## src/rtl/alu_cmd_issuer.sv

```systemverilog
`default_nettype none
// ============================================================================
// Module   : alu_cmd_issuer
// Purpose  : Command FIFO and issue stage for the registered 4-bit ALU. Buffers
//            {op,A,B} commands, issues one per enabled cycle, and tracks the
//            in-flight commands so res_valid/res_tag line up with the ALU result.
// Revision : 1.0 - initial release
// ============================================================================
module alu_cmd_issuer #(
    parameter int DEPTH   = 4,
    parameter int AW      = 2,
    parameter int ALU_LAT = 2
) (
    input  logic          clk,
    input  logic          rst,
    input  logic          in_valid,
    output logic          in_ready,
    input  logic [3:0]    in_a,
    input  logic [3:0]    in_b,
    input  logic [1:0]    in_op,
    input  logic          issue_en,
    output logic [3:0]    alu_a,
    output logic [3:0]    alu_b,
    output logic [1:0]    alu_op,
    output logic          issued,
    output logic          res_valid,
    output logic [3:0]    res_tag,
    output logic [AW:0]   fill
);

    localparam logic [AW:0] C_FULL = (AW + 1)'(DEPTH);
    localparam logic [AW:0] C_ONE  = (AW + 1)'(1);

    // Storage entries are {op[1:0], a[3:0], b[3:0]}; not cleared by reset.
    logic [9:0]         mem_q [DEPTH];

    logic [AW-1:0]      wr_ptr_q, wr_ptr_d;
    logic [AW-1:0]      rd_ptr_q, rd_ptr_d;
    logic [AW:0]        fill_q,   fill_d;
    logic [3:0]         tag_q,    tag_d;

    // Alignment pipe: one slot per ALU register stage.
    logic [ALU_LAT-1:0] vpipe_q;
    logic [3:0]         tpipe_q [ALU_LAT];

    logic               w_full;
    logic               w_empty;
    logic               w_push;
    logic               w_pop;
    logic [9:0]         w_head;

    // Handshake decode; readiness comes only from registered occupancy.
    always_comb begin
        w_full   = (fill_q == C_FULL);
        w_empty  = (fill_q == '0);
        in_ready = ~w_full;
        w_push   = in_valid & ~w_full;
        w_pop    = issue_en & ~w_empty;
        w_head   = mem_q[rd_ptr_q];
        issued   = w_pop;
        fill     = fill_q;
    end

    // Present the FIFO head to the ALU only when it is actually issued.
    always_comb begin
        alu_a  = 4'd0;
        alu_b  = 4'd0;
        alu_op = 2'b00;
        if (w_pop) begin
            alu_op = w_head[9:8];
            alu_a  = w_head[7:4];
            alu_b  = w_head[3:0];
        end
    end

    // Next-state for pointers, occupancy and the sequence tag.
    always_comb begin
        wr_ptr_d = wr_ptr_q;
        rd_ptr_d = rd_ptr_q;
        fill_d   = fill_q;
        tag_d    = tag_q;
        if (w_push) begin
            wr_ptr_d = wr_ptr_q + 1'b1;
        end
        if (w_pop) begin
            rd_ptr_d = rd_ptr_q + 1'b1;
            tag_d    = tag_q + 4'd1;
        end
        case ({w_push, w_pop})
            2'b10:   fill_d = fill_q + C_ONE;
            2'b01:   fill_d = fill_q - C_ONE;
            default: fill_d = fill_q;
        endcase
    end

    // Control state registers.
    always_ff @(posedge clk or posedge rst) begin
        if (rst) begin
            wr_ptr_q <= '0;
            rd_ptr_q <= '0;
            fill_q   <= '0;
            tag_q    <= 4'd0;
        end else begin
            wr_ptr_q <= wr_ptr_d;
            rd_ptr_q <= rd_ptr_d;
            fill_q   <= fill_d;
            tag_q    <= tag_d;
        end
    end

    // Command storage write port.
    always_ff @(posedge clk) begin
        if (w_push) begin
            mem_q[wr_ptr_q] <= {in_op, in_a, in_b};
        end
    end

    // Delay issue flag and tag to match the ALU latency; the tag stage only
    // loads on issue so res_tag keeps the last result's tag while idle.
    always_ff @(posedge clk or posedge rst) begin
        if (rst) begin
            vpipe_q <= '0;
            for (int k = 0; k < ALU_LAT; k++) begin
                tpipe_q[k] <= 4'd0;
            end
        end else begin
            vpipe_q[0] <= w_pop;
            if (w_pop) begin
                tpipe_q[0] <= tag_q;
            end
            for (int k = 1; k < ALU_LAT; k++) begin
                vpipe_q[k] <= vpipe_q[k-1];
                tpipe_q[k] <= tpipe_q[k-1];
            end
        end
    end

    assign res_valid = vpipe_q[ALU_LAT-1];
    assign res_tag   = tpipe_q[ALU_LAT-1];

endmodule
`default_nettype wire
```

## config.mk

```make
export PLATFORM = sky130hd
export DESIGN_NAME = alu_cmd_issuer
export DESIGN_NICKNAME = d
export VERILOG_FILES = /design/src/rtl/alu_cmd_issuer.sv
export SDC_FILE = /design/constraint.sdc
export NUM_CORES = 1
export LEC_CHECK = 0
export ABC_AREA = 1
export CORE_MARGIN = 2
export CORE_UTILIZATION = 51
export CTS_BUF_LIST = sky130_fd_sc_hd__clkbuf_8
export DETAILED_ROUTE_END_ITERATION = 8
export PLACE_DENSITY = 0.76
export SYNTH_ARGS = -nofsm -noshare
export SYNTH_HDL_FRONTEND = slang
export SYNTH_SLANG_ARGS = --single-unit
```

## constraint.sdc

```tcl
create_clock -name clk -period 1.77 [get_ports clk]
set_input_delay 0.354 -clock clk [delete_from_list [all_inputs] [get_ports clk]]
set_output_delay 0.354 -clock clk [all_outputs]
set_load 0.01 [all_outputs]
```

==> results.json, run 1 <==
{
  "status": "finished, violations left",
  "violations": "setup timing",
  "final_min_period_over_clock_period": 1.05,
  "required_ns": 1.42,
  "hp-start": "vpipe_q[0]$_DFF_PP0_",
  "cts_tree": "done",
  "h-tree-depth": 3,
  "rows": 26,
  "worst_pin_slew_ns": 0.277,
  "hold_violations": 0,
  "io_buffers": 33,
  "yosysSeqAreaShare": 0.650,
  "die-area_sq_mm": 0.00580,
  "clk_latency_ns": 0.33,
  "cts_buffer_depth": 2,
  "grt_max_degree": 22,
  "synth_area_leader_cell": "edfxtp_1",
  "antenna_found_initial": 0,
  "crit_path_start": "rd_ptr_q[0]$_DFFE_PP0P_",
  "first_global_vias": 1732,
  "wl_per_cell_um": 12.8,
  "yosysWarnings": 0,
  "synth-main-ff-cell": "edfxtp_1",
  "synth.top_cell.area_share": 0.452,
  "cpMaxStageDelayCell": "dfrtp_1",
  "fin_util": 0.699,
  "fill_cells": 378,
  "first_pass_iters": 4,
  "boundaryPins": 34,
  "maxSlewViolCount": 0,
  "top_layer": "met4",
  "drtIter0Drc": 134,
  "min_path_cells": 0,
  "critPathMaxFanout": 4,
  "fin_ws_ns": -0.0964,
  "postRouteAntennaNets": 0,
  "dp_cells": 377,
  "post-place-ws_ns": -0.386,
  "powerDensity_mw_per_mm2": 1600,
  "slew-limit-headroom": 0.815,
  "peakVddDrop_v": 0.000929,
  "r2r_slack_ns": 0.02,
  "netlist_instances": 263,
  "drv_cap": 0,
  "cts_buffers": 9,
  "end_kind": "output port",
  "core_sq_mm": 0.00507,
  "dp_hpwl_um": 3150,
  "cts.sinks": 61,
  "slowest_delay_ns": 0.42,
  "synth_cell_types": 19,
  "yosysMostFrequentCell": "nand2_1",
  "grt_setup_unrepaired": "yes",
  "r2r-start": "fill[0]$_DFFE_PP0P_",
  "finalSetupTns_ns": -0.218,
  "vias": 1897,
  "wl_met1_um": 2210,
  "grt_pass1_wl_um": 7990,
  "setup_viol": 6,
  "finalPower_w": 0.00569,
  "crit_arrival_ns": 1.51,
  "fin_nets": 351,
  "die_h_um": 76.2,
  "n_antenna_cell": 0,
  "wl_um": 5190,
  "synth-edff-count": 40,
  "drc_errors": 0,
  "place_congestion": 0.788,
  "initial_core_util": 0.524,
  "crit_family": "buffers and inverters",
  "hold_path.class": "reg -> reg",
  "synth.top_cells.by_area": "edfxtp_1 45%, dfrtp_1 20%, nand2_1 11%, inv_1 7.9%, nand3_1 4.5%",
  "vias_per_cell": 4.68,
  "drive_above_1_share": 0.281,
  "period_minus_slack_ns": 1.87,
  "timing.fmax_mhz": 536,
  "synth_common_cells": "75 x nand2_1, 56 x inv_1, 40 x edfxtp_1",
  "cp.depth": 6,
  "wl_met3_um": 246,
  "grt_overflow": 0,
  "final_cells": 405,
  "grt_usage": 0.181,
  "rr_worst_depth": 9,
  "clockRootBuffer": "clkbuf_8",
  "met2_length_um": 2590,
  "clk_pin_slew_worst_paths_ns": 0.06,
  "synth_nets": 284,
  "critPathLaunchType": "flop",
  "async_flop_share": 0.344,
  "path_common_cell": "buf_4",
  "syn_area_sq_mm": 0.00266,
  "syn_avg_cell_area_sq_um": 10.1,
  "syn2layout_area_growth_pct": 33.6,
  "synth-seq-cells": 61,
  "p_leak_nw": 1.71,
  "fin_worst_skew_ns": 0.00834,
  "die_w_um": 76.2,
  "crit_buf_inv": 3,
  "cp_cell_sequence": "buf_4, buf_4, nand2_1, nand3_2, a21oi_2, buf_2",
  "crit_type": "reg -> out"
}
-- worst register-to-register path, delay by kind of cell, from the launching register on --
family                   cells  cell delay, ns
adder cells (fa/ha/maj)      2            0.57
flip-flops                   1            0.42
AND/OR/NAND/NOR              3            0.32
buffers and inverters        3            0.20
AO/OA/AOI/OAI                1            0.16
-- power breakdown --
group / total, W / switching, W / internal [W]
combinational: 0.00256 / 0.00141 / 0.00115
sequential: 0.00214 / 0.000201 / 0.00194
clock: 0.000982 / 0.000498 / 0.000484
total: 0.00569 / 0.00211 / 0.00358
-- state kept, by name (all words and copies together) (netlist names) --
signal	count
rd_ptr_q	2
tag_q	4
wr_ptr_q	2
mem_q	40
res_tag	4
fill	3
tpipe_q	4
vpipe_q	2
-- path summary, 6_finish.rpt --
check / endpoint
setup / recovery: alu_a[0]
hold / removal: vpipe_q[1]$_DFF_PP0_
setup reg to reg: fill[1]$_DFFE_PP0P_
hold reg to reg: vpipe_q[1]$_DFF_PP0_
max in group asynchronous: res_tag[2]$_DFF_PP0_
min in group asynchronous: fill[0]$_DFFE_PP0P_
-- per-stage QoR --
| step | area [sq um] | hold slack (ns) |
|---|---|---|
| 2_1_floorplan | 2660 | 0.331 |
| 3_3_place_gp | 3170 | 0.331 |
| 3_5_place_dp | 3170 | 0.335 |
| 4_1_cts | 3410 | 0.348 |
| 5_1_grt | 3550 | 0.375 |
| 6_report | 3550 | 0.347 |
-- layer usage --
layer  vias up  global-route usage
li1        951                   -
met1       880               0.219
met2        52               0.290
met3        14              0.0557
met4         0               0.100
met5         -                   0
-- cells in the final DEF (no fill, tap or decap) --
cell type,netlist,layout
a21oi_1,10,4
inv_8,0,2
nand3_2,0,7
o21ai_1,2,2
dfrtp_1,21,21
nand2_1,75,62
buf_2,6,11
clkinv_2,0,4
clkbuf_8,0,9
nand2_2,2,11
fa_2,0,1
clkinv_1,1,2
nand2_4,0,4
xnor2_1,3,3
clkdlybuf4s50_1,0,18
nor2_1,5,4
edfxtp_1,40,40
clkdlybuf4s15_1,0,1
a21oi_2,0,6
nand4_1,2,2
clkinvlp_4,0,1
nand3_1,24,17
inv_1,56,54
ha_1,6,5
dlymetal6s2s_1,0,3
nor2_4,0,1
ha_4,0,1
inv_2,1,1
buf_4,4,26
inv_4,0,2
buf_8,0,1
buf_6,1,6
o21ai_0,3,3
-- final cells by class --
class	count	area, sq um	area share
flip-flops and latches	61	1730	0.486
multi-input cells	133	774	0.218
repair buffers	66	561	0.158
inverters	58	231	0.0652
clock buffers	9	124	0.0349
well taps	70	87.6	0.0247
clock inverters	7	33.8	0.00952
repair inverters	1	11.3	0.00317
-- timing repair --
item,in CTS,in global routing
gates resized for setup,67,33
pin swaps,12,16
endpoints found under the setup margin,13,20
cloned,1,0
hold buffers,0,0
buffers inserted,7,6
-- cells by family after synthesis --
kind of cell               synth area share
buffers and inverters                 0.109
and+or+nand+nor                       0.168
xor gates and xnor gates            0.00989
adders and majority gates            0.0358
AOI/OAI and AO/OA                    0.0282
DFF                                   0.650
Note: power is estimated with default switching activity, not from simulation.
==> inputs of run 2 (changes only) <==
--- a/config.mk
+++ b/config.mk
@@ -6,7 +6,6 @@
 export NUM_CORES = 1
 export LEC_CHECK = 0
 export ABC_AREA = 1
-export CORE_MARGIN = 2
 export CORE_UTILIZATION = 51
 export CTS_BUF_LIST = sky130_fd_sc_hd__clkbuf_8
 export DETAILED_ROUTE_END_ITERATION = 8
==> run 2 against run 1 <==
  * The flow still finishes with violations (setup timing)
  * Design area is 3.3% lower
  * Setup slack improved by 0.052 ns
  * Register-to-register slack is essentially flat
  * Sequential share of layout area is 1.7 points higher
  * Critical path depth grew 1
  * Worst hold slack improved by 0.0023 ns
  * Clock power increased by 15%
  * Sequential power about the same
  * Flip-flop and latch count unchanged
  * Utilization grew 0.36 points
  * Maximum frequency is 2.8% higher
  * Wire length grew 2.3%
  * Critical endpoint is now alu_b[3]
  * Largest power group unchanged
  * Highest routed layer unchanged
==> results.json, run 2 (synthesis results as in run 1) <==
{
  "status": "finished, violations left",
  "violations": "setup timing",
  "rows": 25,
  "critPathLaunchType": "flop",
  "place_area_sq_mm": 0.00316,
  "regMostFlops": "mem_q",
  "cts_buffer_depth": 2,
  "fill_cells": 371,
  "fin_nets": 342,
  "vias_per_cell": 4.70,
  "largest_reg_flops": 40,
  "post-place-ws_ns": -0.377,
  "p_leak_nw": 1.62,
  "core_sq_mm": 0.00488,
  "grt_pass1_wl_um": 8120,
  "fin_util": 0.703,
  "rr_worst_depth": 9,
  "crit_type": "reg -> out",
  "grt_setup_unrepaired": "yes",
  "crit_arrival_ns": 1.46,
  "fin_ws_ns": -0.0447,
  "vias": 1848,
  "grt_usage": 0.212,
  "p_clk_frac": 0.202,
  "end_kind": "output port",
  "clk_pin_slew_worst_paths_ns": 0.06,
  "initial_core_util": 0.545,
  "cts.sinks": 61,
  "powerDensity_mw_per_mm2": 1640,
  "cpMaxStageDelayCell": "dfrtp_1",
  "hold_violations": 0,
  "crit_buf_inv": 3,
  "first_pass_iters": 4,
  "drive_above_1_share": 0.224,
  "cts_tree": "done",
  "fin_worst_skew_ns": 0.00399,
  "period_minus_slack_ns": 1.81,
  "slew-limit-headroom": 0.821,
  "slowest_delay_ns": 0.39,
  "wl_um": 5320,
  "cts_buffers": 9,
  "peakVddDrop_v": 0.000827,
  "die_w_um": 74.2,
  "die_h_um": 74.2,
  "die-area_sq_mm": 0.00550,
  "dp_hpwl_um": 3410,
  "p_sw_w": 0.00202,
  "grt_overflow": 0,
  "r2r-start": "fill[0]$_DFFE_PP0P_",
  "drc_errors": 0,
  "final_min_period_over_clock_period": 1.03,
  "hold_path.class": "in -> async",
  "setup_viol": 4,
  "place_congestion": 0.773,
  "crit_family": "flip-flops",
  "clk_latency_ns": 0.33,
  "cp_cell_sequence": "nor2_2, nand2_1, nand2_2, buf_6, buf_6, a21oi_2, buf_2",
  "layout_common_cells": "70 x nand2_1, 55 x inv_1, 40 x edfxtp_1",
  "swShare": 0.359,
  "io_buffers": 33,
  "p_comb_frac": 0.415,
  "seqPwrFrac": 0.383,
  "maxSlewViolCount": 0,
  "grt_max_degree": 22,
  "postRouteAntennaNets": 0,
  "syn2layout_area_growth_pct": 29.1,
  "h-tree-depth": 3,
  "first_global_vias": 1716,
  "p_int_w": 0.00360,
  "drtIter0Drc": 179,
  "antenna_found_initial": 0,
  "wl_per_cell_um": 13.5,
  "path_common_cell": "buf_6",
  "post-route-cell-area_sq_mm": 0.00343,
  "clockRootBuffer": "clkbuf_8",
  "r2r-end": "fill[1]$_DFFE_PP0P_",
  "timing.fmax_mhz": 551,
  "worst_pin_slew_ns": 0.269,
  "required_ns": 1.42,
  "n_antenna_cell": 0,
  "drv_cap": 0,
  "critPathMaxFanout": 5,
  "cts-hold-fix-buffers": 0,
  "r2r_slack_ns": 0.01,
  "boundaryPins": 34,
  "layout_commonest_cell": "nand2_1"
}
-- run 2: final cells by class --
| type | count | area, sq um | share of cell area |
|---|---|---|---|
| clock buffer | 9 | 124 | 0.0361 |
| clock inverter | 7 | 57.6 | 0.0168 |
| inverter | 58 | 231 | 0.0675 |
| multi-input combinational | 133 | 718 | 0.209 |
| sequential | 61 | 1730 | 0.504 |
| tap | 67 | 83.8 | 0.0244 |
| timing repair buffer | 58 | 488 | 0.142 |
-- run 2: tightest hold or removal path: stages --
cell             delay, ns
clkdlybuf4s50_1       0.39
inv_1                 0.05
buf_4                 0.27
-- run 2: repair_timing --
action / in CTS / in global routing
cloned: 0 / 1
resized for setup: 59 / 19
setup buffers: 2 / 1
setup endpoints to repair: 14 / 13
endpoints found under the hold margin: 0 / 0
pin swaps: 3 / 6
-- run 2: power groups by stage --
| stage | Combinational, W | Sequential (W) | Clock (W) |
|---|---|---|---|
| finish | 0.00233 | 0.00215 | 0.00113 |
| detailed placement | 0.00215 | 0.00216 | 0 |
| global route | 0.00258 | 0.00219 | 0.00120 |
| floorplan | 0.00123 | 0.00216 | 0 |
| CTS | 0.00222 | 0.00214 | 0.00116 |
| global placement | 0.00209 | 0.00214 | 0 |
-- run 2: worst max-delay path by stage --
stage                            startpoint                  end  slack [ns]  depth (start not counted)
finish                  fill[0]$_DFFE_PP0P_             alu_b[3]       -0.04                          7
global route            fill[0]$_DFFE_PP0P_             alu_b[3]       -0.10                          7
CTS                 rd_ptr_q[0]$_DFFE_PP0P_             alu_a[0]       -0.06                          5
detailed placement                 issue_en            alu_op[1]       -0.38                          5
global placement                   issue_en            alu_op[1]       -0.38                          5
floorplan               fill[0]$_DFFE_PP0P_  fill[2]$_DFFE_PP0P_        0.01                         11
-- run 2: metrics by stage --
step	std cells	total power [W]	setup TNS [ns]	hold slack, ns
final	393	0.00561	-0.133	0.349
after global routing	393	0.00597	-0.672	0.367
after CTS	391	0.00552	-0.219	0.348
after detailed placement	373	0.00431	-4.01	0.341
after global placement	373	0.00423	-3.87	0.331
after floorplan	263	0.00339	0	0.331
-- run 2: routing by layer --
metal,vias up,part of all wire,GRT usage
li1,931,-,-
met1,855,0.42,0.265
met2,53,0.51,0.347
met3,9,0.048,0.0569
met4,0,0.019,0.0962
met5,-,0,0
==> inputs of run 3 (changes only) <==
--- a/config.mk
+++ b/config.mk
@@ -6,9 +6,11 @@
 export NUM_CORES = 1
 export LEC_CHECK = 0
 export ABC_AREA = 1
+export CORE_ASPECT_RATIO = 1.5
 export CORE_UTILIZATION = 51
 export CTS_BUF_LIST = sky130_fd_sc_hd__clkbuf_8
 export DETAILED_ROUTE_END_ITERATION = 8
+export HOLD_SLACK_MARGIN = 0.08
 export PLACE_DENSITY = 0.76
 export SYNTH_ARGS = -nofsm -noshare
 export SYNTH_HDL_FRONTEND = slang
==> run 3 against run 2 <==
  * The run still ends with setup timing left
  * Die area is 0.11% higher
  * Design area up 2.4%
  * First-iteration DRC count fell by 65%
  * Maximum frequency grew 0.84%
  * Clock skew rose by 0.0029 ns
  * Critical path depth down 1
  * Sequential power about the same
  * Non-clock buffer count is 8 higher
  * Sequential share of layout area fell by 1.2 points
==> results.json, run 3 (synthesis results as in run 1) <==
{
  "hp-start": "vpipe_q[0]$_DFF_PP0_",
  "cp_cell_sequence": "clkdlybuf4s50_1, nand2_4, buf_6, buf_6, a21oi_2, buf_2",
  "final_min_period_over_clock_period": 1.02,
  "violations": "setup timing",
  "fin_worst_skew_ns": 0.00693,
  "crit_arrival_ns": 1.45,
  "swShare": 0.351,
  "fin_ws_ns": -0.0295,
  "cts_buffer_depth": 2,
  "fin_nets": 350,
  "rows": 31,
  "clk_latency_ns": 0.32,
  "regMostFlops": "mem_q",
  "r2r-start": "fill[0]$_DFFE_PP0P_",
  "antenna_found_initial": 0,
  "seqPwrFrac": 0.374,
  "status": "finished, violations left",
  "place_area_sq_mm": 0.00321,
  "grt_setup_unrepaired": "yes",
  "clockRootBuffer": "clkbuf_8",
  "initial_core_util": 0.539,
  "hold_path.class": "reg -> reg",
  "post-route-cell-area_sq_mm": 0.00351,
  "p_sw_w": 0.00201,
  "r2r_slack_ns": 0.06,
  "p_leak_nw": 1.68,
  "grt_pass1_wl_um": 8580,
  "p_int_w": 0.00371,
  "grt_max_degree": 22,
  "end_kind": "output port",
  "wl_um": 5270,
  "powerDensity_mw_per_mm2": 1630,
  "drtIter0Drc": 63,
  "drive_above_1_share": 0.249,
  "cts.sinks": 61,
  "wl_per_cell_um": 13.2,
  "p_comb_frac": 0.421,
  "die_h_um": 90.4,
  "finalSetupTns_ns": -0.0756,
  "required_ns": 1.42,
  "drv_cap": 0,
  "layout_commonest_cell": "nand2_1",
  "timing.fmax_mhz": 556,
  "postRouteAntennaNets": 0,
  "n_antenna_cell": 0,
  "die-area_sq_mm": 0.00551,
  "slew-limit-headroom": 0.799,
  "drc_errors": 0,
  "p_clk_frac": 0.205,
  "fill_cells": 381,
  "io_buffers": 33,
  "critPathLaunchType": "primary input",
  "cpMaxStageDelayCell": "clkdlybuf4s50_1",
  "layout_common_cells": "71 x nand2_1, 55 x inv_1, 40 x edfxtp_1",
  "maxSlewViolCount": 0,
  "vias": 1896,
  "syn2layout_area_growth_pct": 32.2,
  "h-tree-depth": 3,
  "grt_overflow": 0,
  "boundaryPins": 34,
  "path_common_cell": "buf_6",
  "vias_per_cell": 4.74,
  "final_cells": 400,
  "critPathMaxFanout": 7,
  "slowest_delay_ns": 0.51,
  "core_sq_mm": 0.00493,
  "cts_buffers": 9,
  "dp_cells": 377,
  "place_congestion": 0.719,
  "grt_usage": 0.218,
  "clk_pin_slew_worst_paths_ns": 0.06,
  "crit_type": "in -> out",
  "largest_reg_flops": 40,
  "cts_tree": "done",
  "dp_hpwl_um": 3360,
  "setup_viol": 4,
  "cts-hold-fix-buffers": 0,
  "worst_pin_slew_ns": 0.299,
  "die_w_um": 60.9,
  "hold_violations": 0,
  "first_global_vias": 1937,
  "period_minus_slack_ns": 1.80,
  "peakVddDrop_v": 0.00105,
  "crit_path_start": "issue_en",
  "first_pass_iters": 5
}
==> run 3: cell count changes in the layout (fill, tap and decap cells not counted), moves of 2 or more <==
cell / delta
buf_4: +9
clkinv_1: -3
inv_4: +3
nand2_2: -3
nand2_4: +2
==> run 3: power groups by stage <==
| stage | sequential (W) | combinational, W | clock [W] |
|---|---|---|---|
| after detailed placement | 0.00216 | 0.00222 | 0 |
| after CTS | 0.00214 | 0.00229 | 0.00120 |
| after global routing | 0.00218 | 0.00267 | 0.00127 |
| after floorplan | 0.00216 | 0.00123 | 0 |
| final | 0.00214 | 0.00241 | 0.00117 |
| after global placement | 0.00214 | 0.00217 | 0 |
==> run 3: worst paths after layout <==
| check | endpoint | cells after the start |
|---|---|---|
| hold reg to reg | vpipe_q[1]$_DFF_PP0_ | 0 |
| hold / removal | vpipe_q[1]$_DFF_PP0_ | 0 |
| max in group asynchronous | rd_ptr_q[0]$_DFFE_PP0P_ | 3 |
| setup / recovery | alu_b[3] | 6 |
| min in group asynchronous | tpipe_q[4]$_DFFE_PP0P_ | 3 |
| setup reg to reg | fill[1]$_DFFE_PP0P_ | 9 |
==> run 3: final cells by class <==
type | count | area (sq um) | area share
Sequential cell | 61 | 1730 | 0.492
Multi-Input combinational cell | 133 | 727 | 0.207
Timing Repair Buffer | 66 | 559 | 0.159
Inverter | 58 | 224 | 0.0638
Clock buffer | 10 | 138 | 0.0392
Tap cell | 66 | 82.6 | 0.0235
Clock inverter | 6 | 53.8 | 0.0153
==> run 3: through the flow <==
stage / hold WS (ns) / setup slack [ns] / power, W / utilization
2_1_floorplan: 0.331 / 0.0115 / 0.00339 / -
3_3_place_gp: 0.342 / -0.384 / 0.00431 / 0.652
3_5_place_dp: 0.337 / -0.414 / 0.00438 / 0.652
4_1_cts: 0.357 / -0.0708 / 0.00563 / 0.700
5_1_grt: 0.367 / -0.104 / 0.00612 / 0.713
6_report: 0.358 / -0.0295 / 0.00572 / 0.713
==> run 3: worst max-delay path: cells and delay by family <==
kind            cells  cell delay [ns]
simple gates        1             0.11
compound gates      1             0.08
buf+inv             4             0.89
==> run 3: routing by layer <==
layer  GRT usage  wire length [um]  vias to the layer above  part of all wire
li1            -                 -                      945                 -
met1       0.268              2160                      897              0.41
met2       0.357              2780                       43              0.53
met3      0.0559               231                       11             0.044
met4      0.0871                96                        0             0.018
met5           0                 0                        -                 0
==> run 3: timing repair <==
action                                  CTS  global route
resized for setup                        65            12
pin swaps                                12             8
gates cloned                              0             0
buffers inserted                          5             3
endpoints found under the setup margin   14            14
